===== src/rtl/cbm2_pkg.sv =====
// Shared CBM-II bus definitions: cycle indices of the system-bus frame.
package cbm2_pkg;

    typedef enum logic [4:0] {
        CYCLE_EXT0 = 5'd0,  CYCLE_EXT1 = 5'd1,  CYCLE_EXT2 = 5'd2,  CYCLE_EXT3 = 5'd3,
        CYCLE_CPU0 = 5'd4,  CYCLE_CPU1 = 5'd5,  CYCLE_CPU2 = 5'd6,  CYCLE_CPU3 = 5'd7,
        CYCLE_COP0 = 5'd8,  CYCLE_COP1 = 5'd9,  CYCLE_COP2 = 5'd10, CYCLE_COP3 = 5'd11,
        CYCLE_VID0 = 5'd12, CYCLE_VID1 = 5'd13, CYCLE_VID2 = 5'd14, CYCLE_VID3 = 5'd15,
        CYCLE_NOP0 = 5'd16, CYCLE_NOP1 = 5'd17
    } sys_cycle_t;

    localparam logic [4:0] SLOT_CPU = 5'd4;
    localparam logic [4:0] SLOT_COP = 5'd8;
    localparam logic [4:0] SLOT_VID = 5'd12;
    localparam logic [4:0] SLOT_NOP = 5'd16;

endpackage


===== src/rtl/cbm2_bus_scheduler.sv =====
// Time-slot scheduler for the shared CBM-II system bus: frame counter,
// phi phase, refresh/pause gating, slot flags, enables and RAM requests.
module cbm2_bus_scheduler
    import cbm2_pkg::*;
#(
    parameter int RFSH_BITS = 3,
    parameter int END_P     = 15,
    parameter int END_B     = 17
) (
    input  logic       clk_sys,
    input  logic       reset,
    input  logic       model,
    input  logic       turbo,
    input  logic       slow_io,
    input  logic       copro_en,
    input  logic       pause,
    input  logic       cs_ram,
    input  logic       cpu_we,
    output sys_cycle_t cycle,
    output logic       phase,
    output logic       sys_enable,
    output logic       pause_out,
    output logic       refresh,
    output logic       ext_cycle,
    output logic       cpu_cycle,
    output logic       cop_cycle,
    output logic       vid_cycle,
    output logic       en_cpu,
    output logic       en_cop,
    output logic       en_vid,
    output logic       en_io_n,
    output logic       en_io_p,
    output logic       ram_ce,
    output logic       ram_we,
    output logic       en_pixel
);

    logic [4:0]           pre_q, pre_d;
    logic                 phase_q, phase_d;
    logic [RFSH_BITS-1:0] rfsh_q, rfsh_d;
    logic                 sys_en_q, sys_en_d;
    logic                 refresh_q, refresh_d;
    logic [1:0]           pix_q, pix_d;

    logic [4:0] end_c;
    logic [4:0] cyc;
    logic       wrap, rfsh_wrap, phase_o, sys2, g;

    // >= rather than == so a Business->Professional switch at pre 16/17 still wraps
    assign end_c     = model ? 5'(END_B) : 5'(END_P);
    assign wrap      = (pre_q >= end_c);
    assign rfsh_wrap = wrap && (rfsh_q == '0);
    assign cyc       = sys_en_q ? pre_q : 5'd0;
    assign phase_o   = phase_q & sys_en_q;

    always_comb begin
        pre_d     = wrap ? 5'd0 : pre_q + 5'd1;
        rfsh_d    = wrap ? rfsh_q + RFSH_BITS'(1) : rfsh_q;
        phase_d   = sys_en_q & (phase_q ^ wrap);
        sys_en_d  = rfsh_wrap ? ~pause : sys_en_q;
        refresh_d = rfsh_wrap;
        pix_d     = (!sys_en_q || cyc == end_c) ? 2'd0 : pix_q + 2'd1;
    end

    always_ff @(posedge clk_sys) begin
        if (reset) begin
            pre_q     <= '0;
            phase_q   <= 1'b0;
            rfsh_q    <= '0;
            sys_en_q  <= 1'b0;
            refresh_q <= 1'b0;
            pix_q     <= '0;
        end else begin
            pre_q     <= pre_d;
            phase_q   <= phase_d;
            rfsh_q    <= rfsh_d;
            sys_en_q  <= sys_en_d;
            refresh_q <= refresh_d;
            pix_q     <= pix_d;
        end
    end

    // CPU/COP slots run every frame at 2MHz, otherwise only in the phi2-high frame
    assign sys2 = model | (turbo & ~slow_io);
    assign g    = phase_o | sys2;

    assign cycle      = sys_cycle_t'(cyc);
    assign phase      = phase_o;
    assign sys_enable = sys_en_q;
    assign pause_out  = ~sys_en_q;
    assign refresh    = refresh_q;

    assign ext_cycle = (cyc < SLOT_CPU) && (!phase_o || rfsh_q != '0);
    assign cpu_cycle = (cyc >= SLOT_CPU) && (cyc < SLOT_COP) && g;
    assign cop_cycle = (cyc >= SLOT_COP) && (cyc < SLOT_VID) && g;
    assign vid_cycle = (cyc >= SLOT_VID) && (cyc < SLOT_NOP);

    assign en_io_n = (cyc == CYCLE_CPU2) && g;
    assign en_cpu  = (cyc == CYCLE_CPU3) && g;
    assign en_io_p = (cyc == CYCLE_COP0) && g;
    assign en_cop  = (cyc == CYCLE_COP3) && copro_en;
    assign en_vid  = (cyc == CYCLE_VID3);

    assign ram_ce = cs_ram && (((cyc == CYCLE_CPU0) && g) ||
                               ((cyc == CYCLE_COP0) && copro_en) ||
                               (cyc == CYCLE_VID0));
    assign ram_we = cpu_we && cpu_cycle;

    assign en_pixel = (pix_q == 2'd3) & ~model;

endmodule


===== config.mk =====
export PLATFORM = sky130hd
export DESIGN_NAME = cbm2_bus_scheduler
export DESIGN_NICKNAME = d
export VERILOG_FILES = /design/src/rtl/cbm2_pkg.sv /design/src/rtl/cbm2_bus_scheduler.sv
export SDC_FILE = /design/constraint.sdc
export NUM_CORES = 1
export LEC_CHECK = 0
export ABC_AREA = 1
export BUFFER_PORTS_ARGS = -buffer_cell sky130_fd_sc_hd__buf_2
export CELL_PAD_IN_SITES_DETAIL_PLACEMENT = 0
export CELL_PAD_IN_SITES_GLOBAL_PLACEMENT = 1
export CORE_UTILIZATION = 34
export CTS_CLUSTER_DIAMETER = 150
export DETAILED_ROUTE_END_ITERATION = 8
export HOLD_SLACK_MARGIN = 0.08
export PLACE_DENSITY_LB_ADDON = 0.1
export SYNTH_ARGS = -nofsm -noshare
export SYNTH_HDL_FRONTEND = slang
export SYNTH_SLANG_ARGS = --single-unit

===== constraint.sdc =====
create_clock -name clk_sys -period 2.6 [get_ports clk_sys]
set_clock_uncertainty 0.1 [all_clocks]
set_input_delay 0.26 -clock clk_sys [delete_from_list [all_inputs] [get_ports clk_sys]]
set_output_delay 0.26 -clock clk_sys [all_outputs]
set_load 0.01 [all_outputs]

==> impl_results.md, run 1 <==
* Status: finished, final reports clean
* Clock latency on the worst-skew pair at 0.27 ns
* Initial antenna violation count at 0
* Final cell count without fillers at 186
* Total negative setup slack at 0 ns
* Largest net degree at the start of global routing at 10
* Slew @ Worst Pin at 0.289 ns
* WL final at 1.74 mm
* Leakage Power at between 0.6 and 0.7 nW
* Final worst-path setup slack at 0.698 ns
* Post-DRT Antenna Nets at 0
* Placed Instances at roughly 180
* Synth unique cells at 18
* Max-cap viol count at 0
* Count of pins over their slew limit at 0
* Ranking of synthesized cells by area: dfxtp_1 32%, ha_1 12%, nor2_1 12%
* Io pins at 30
* Most common cell in the netlist: nor2_1
* Gr usage total at 16.2%
* Mapped Cells at 125
* Fmax at 0.526 GHz
* Fin area at around 1000 um^2
* Worst-path clk slew at ~0.08 ns
* CP Class: register to output port
* CTS Root Cell: clkbuf_4
* Tmin final at 1.90 ns
* Starting Density at a little over a third
* Grt total ovfl at 0
* Via-to-Cell Ratio at 4.49
* Finish-stage setup viols at 0
* Chip height at 50.8 um
* Critical path required time at around 2.2 ns
* Yosys warns at 0
* Hold path cells at 4
* Power, Total at 0.393 mW
* Syn Area/Cell at 6.47 um^2
* CP arrival at roughly 1.5 ns
* Post-synthesis net count at 142
* Post-synth top cells: 26 x nor2_1, 24 x nand2_1, 22 x inv_1, 13 x dfxtp_1, 9 x nand3_1
* DR iter-0 viols at 14
* # DRC at 0
* H-tree depth at 1
* Post_cts resized at 0
* Reg2Reg Depth at 6
* Core Area at 2230 um^2
* DP Worst Slack at 0.959 ns
* Hold WS at roughly 0.16 ns
* Share of post-route cells with drive strength above 1 at 23.4%
* Clock tree buffer depth at 2
* Site Rows at 17
* Routed wire length per instance at 9.36 um
* Fin util at 45.4%
* VDD IR max at between 0.3 and 0.4 mV
* Die X at 50.8 um
* P&R area growth vs syn at 25.5%
* Die area at roughly 2600 um^2
* Final worst-path cycle share at 73.1%
* Hold Fails Final Rpt at 0
* Drt pass-1 iters at 3
* FFs w/ async S/R, synth at 0%
* Post-synthesis sequential area ratio at between 30% and 40%
* Dpl hpwl at between 1 and 1.5 mm
* Placer Congestion at 0.778
* Nature of the critical path startpoint: register
* Vias at 836
* Share of Yosys cell area claimed by the top area cell type at 32.2%
* CP Max Fanout at 8
* Max-slew headroom at the worst pin at 80.7%
* Post-CTS setup buffers at 0
* Cts hold-fix bufs at 0
* CP endpoint kind: output port
* TritonCTS clock tree: yes
* Vias in the first global route at 775
* RSZ-0062 raised after global routing: no
* Hold Crit Class: primary input to register
* PD cells at 387 nW/um^2
* Cts bufs inserted at 3
* DP Area at slightly below 1000 um^2
* Nets at 176
* Post-synth EDFFs at 0
* Synth Cell Area at 808 um^2
* Main synth FF type: dfxtp_1
* FF+latch count, synth at 13
* IO buf count at 29
* CTS sink count at 13
* Antenna cells at 0
* # fillers at ~240
* Leading area contributor after synthesis: dfxtp_1
* First-pass GRT wire length at 3.11 mm
worst paths after layout:
path              startpoint    endpoint  slack [ns]
setup reg to reg    pre_q[4]    pre_q[2]        0.99
hold reg to reg     pix_q[0]    pix_q[0]        0.32
setup / recovery  sys_enable     en_io_n        0.70
hold / removal         pause  sys_enable        0.16
sequential cells by signal, indices dropped and copies added (netlist names):
register	cells
pre_q	5
rfsh_q	3
pix_q	2
phase_q	1
refresh	1
sys_enable	1
layer usage:
metal	up-vias	routed length (um)	share of wire [%]	global-route usage, %
li1	456	-	-	-
met1	362	827	48	18.5
met2	16	817	47	27.1
met3	2	79	4.5	4.24
met4	0	17	0.98	8.80
met5	-	0	0	0
worst max-delay path, stage by stage (launching register included):
cell and delay, ns:
dfxtp_1 0.48, nand2_2 0.14, nor2_2 0.12, nand2_1 0.14, nor4_1 0.20, buf_2 0.18
cell families (layout without fill, tap and decap cells):
| group | count (synthesis) | after routing | share of synthesized area [%] |
|---|---|---|---|
| AOI/OAI and AO/OA | 7 | 7 | 4.33 |
| xor gates and xnor gates | 2 | 2 | 2.17 |
| adders and majority gates | 8 | 8 | 12.4 |
| and+or+nand+nor | 72 | 72 | 38.2 |
| DFF | 13 | 13 | 32.2 |
| buffers and inverters | 23 | 56 | 10.7 |
cell usage in the layout (no fill, tap or decap), drive strengths merged:
master	instances
a21oi	4
and3	1
buf	29
clkbuf	4
dfxtp	13
ha	8
inv	23
nand2	27
nand3	9
nand4	1
nor2	27
nor3	5
nor3b	1
nor4	1
o21ai	3
xnor2	1
xor2	1
power by group:
part	internal (mW)	switching, mW	leakage, nW
sequential	0.207	0.0129	0.105
clock	0.0594	0.0617	0.0150
combinational	0.0216	0.0295	0.488
area by class of cell:
type	instances	area (um^2)	share of cell area, %
Sequential cell	13	260	25.6
Tap cell	28	35.0	3.45
Timing Repair Buffer	29	145	14.3
Clock buffer	4	26.3	2.59
Inverter	23	86.3	8.51
Multi-Input combinational cell	89	462	45.5
Power figures use the tool's default switching activity.
==> inputs of run 2 (changes only) <==
--- a/config.mk
+++ b/config.mk
@@ -9,7 +9,7 @@
 export BUFFER_PORTS_ARGS = -buffer_cell sky130_fd_sc_hd__buf_2
 export CELL_PAD_IN_SITES_DETAIL_PLACEMENT = 0
 export CELL_PAD_IN_SITES_GLOBAL_PLACEMENT = 1
-export CORE_UTILIZATION = 34
+export CORE_UTILIZATION = 32
 export CTS_CLUSTER_DIAMETER = 150
 export DETAILED_ROUTE_END_ITERATION = 8
 export HOLD_SLACK_MARGIN = 0.08
==> constraint.sdc (replaced) <==
create_clock -name clk_sys -period 2 [get_ports clk_sys]
set_clock_uncertainty 0.1 [all_clocks]
set_input_delay 0.2 -clock clk_sys [delete_from_list [all_inputs] [get_ports clk_sys]]
set_output_delay 0.2 -clock clk_sys [all_outputs]
set_load 0.01 [all_outputs]
==> impl_results.md, run 2 (same netlist as run 1, synthesis figures left out) <==
* Hold Crit Class: primary input to register
* Cts bufs inserted at 3 (unchanged)
* Vias in the first global route at 727 (-6.2%)
* Drt pass-1 iters at 4 (+1)
* Count of pins over their slew limit at 0 (unchanged)
* H-tree depth at 1 (unchanged)
* CP endpoint kind: output port
* Leakage Power at 0.608 nW (unchanged)
* Post-Route M1 WL at 934 um (+13%)
* CP bufs+invs at 1 (unchanged)
* Crit path cell chain: nand2_2 -> nor2_2 -> nand2_1 -> nor3b_1 -> buf_2
* Max-slew headroom at the worst pin at 80.2% (-0.46 points)
* VDD IR max at 0.496 mV (+53%)
* Grt total ovfl at 0 (unchanged)
* Largest registers: pre_q (5), rfsh_q (3), pix_q (2)
* Tmin final at 1.80 ns
* Via-to-Cell Ratio at 4.41 (-1.8%)
* Core Area at 2300 um^2 (+2.9%)
* CP max-delay cell: dfxtp_1
* Site Rows at 17 (unchanged)
* Slowest stage delay, CP at 0.48 ns (about the same)
* Fmax at 0.555 GHz
* Initial antenna violation count at 0 (unchanged)
* Uppermost routed layer: met4
* P&R area growth vs syn at 25.5% (unchanged)
* Max-cap viol count at 0 (unchanged)
* Vias at 821 (-1.8%)
* Most frequent cells in the layout: 29 x buf_2, 26 x nor2_1, 24 x nand2_1
* Nature of the critical path startpoint: register
* First-pass GRT wire length at 3.04 mm (-2.4%)
* Starting Density at 35.2% (-1.0 points)
* Final worst-path cycle share at between 90% and 100%
* Post_cts resized at 0 (unchanged)
* WL met3 at 111 um (+41%)
* Largest Register: pre_q
* Dpl hpwl at 1.48 mm (+2.0%)
* Clock latency on the worst-skew pair at 0.27 ns (about the same)
* DR iter-0 viols at 22 (+8)
* CP Max Fanout at 7 (-1)
* Critical path required time at 1.70 ns (-0.54 ns)
* Total negative setup slack at 0 ns (unchanged)
* Routed wire length per instance at 10.0 um (+7.3%)
* Die area at 2730 um^2 (+6.0%)
* PD cells at 511 nW/um^2 (+32%)
* WL final at 1.87 mm (+7.3%)
* Gr usage total at 15.3% (-0.88 points)
* CP arrival at 1.50 ns (-0.04 ns)
* Power, Total at 0.518 mW (+32%)
* Io pins at 30 (unchanged)
* Share of post-route cells with drive strength above 1 at 23.4% (unchanged)
* IO buf count at 29 (unchanged)
* Hold Fails Final Rpt at 0 (unchanged)
* Status: finished, final reports clean
* Hold WS at 0.0963 ns (-0.0590 ns)
* Placer Congestion at 0.797 (+2.4%)
* Worst-path clk slew at 0.08 ns (about the same)
* WL met2 at 807 um (-1.2%)
* RSZ-0062 raised after global routing: no
* Largest net degree at the start of global routing at 10 (unchanged)
* Post-CTS setup buffers at 0 (unchanged)
* Commonest non-fill, non-tap cell in the layout: buf_2
* Chip height at 52.3 um (+3.0%)
* Post-DRT Antenna Nets at 0 (unchanged)
* Family with the most delay on the worst path: simple AND/OR/NAND/NOR gates
* Antenna cells at 0 (unchanged)
* Clock tree buffer depth at 2 (unchanged)
* TritonCTS clock tree: yes
* Cts hold-fix bufs at 0 (unchanged)
* Max FFs per register at 5 (unchanged)
* Nets at 176 (unchanged)
* Die X at 52.3 um (+3.0%)
* Finish-stage setup viols at 0 (unchanged)
* Slew @ Worst Pin at 0.296 ns (+0.00687 ns)
* CP Class: register to output port
* # DRC at 0 (unchanged)
* # fillers at 260 (+9.2%)
* CTS sink count at 13 (unchanged)
* CTS Root Cell: clkbuf_4
## run 2: layout make-up
type / instances / area [um^2] / share of cell area, %
clock buffers: 4 / 26.3 / 2.59
inverters: 23 / 86.3 / 8.51
multi-input cells: 89 / 462 / 45.5
flip-flops and latches: 13 / 260 / 25.6
well taps: 28 / 35.0 / 3.45
repair buffers: 29 / 145 / 14.3
## run 2: final timing paths
| kind | slack [ns] | end | depth (start not counted) | startpoint |
|---|---|---|---|---|
| worst max-delay path | 0.20 | ram_we | 5 | pre_q[2] |
| worst min-delay path | 0.1 | sys_enable | 4 | pause |
| worst max register to register | 0.38 | pre_q[2] | 6 | pre_q[4] |
| worst min register to register | 0.32 | pix_q[0] | 1 | pix_q[0] |
## run 2: metrics by stage
| stage | instance area, um^2 | worst slack (ns) | cells | util (%) |
|---|---|---|---|---|
| detailed placement | 988 | 0.394 | 182 | 43.0 |
| global placement | 988 | 0.403 | 182 | 43.0 |
| global route | 1010 | 0.0661 | 186 | 44.2 |
| CTS | 1010 | 0.201 | 186 | 44.2 |
| floorplan | 808 | 0.536 | 125 | - |
| finish | 1010 | 0.200 | 186 | 44.2 |
## run 2: per-layer routing
metal	GRT usage (%)	vias up
met5	0	-
met4	6.58	0
met3	3.48	2
met2	25.0	19
met1	19.1	339
li1	-	461
## run 2: worst min-delay path: stages
cell     delay (ns)
buf_2          0.08
nand3_1        0.06
nand2_1        0.06
inv_1          0.03
## run 2: where the power goes
part | switching (mW) | internal, mW | total (mW)
sequential | 0.0166 | 0.270 | 0.286
clock | 0.0870 | 0.0773 | 0.164
combinational | 0.0396 | 0.0284 | 0.0680
total | 0.143 | 0.375 | 0.518
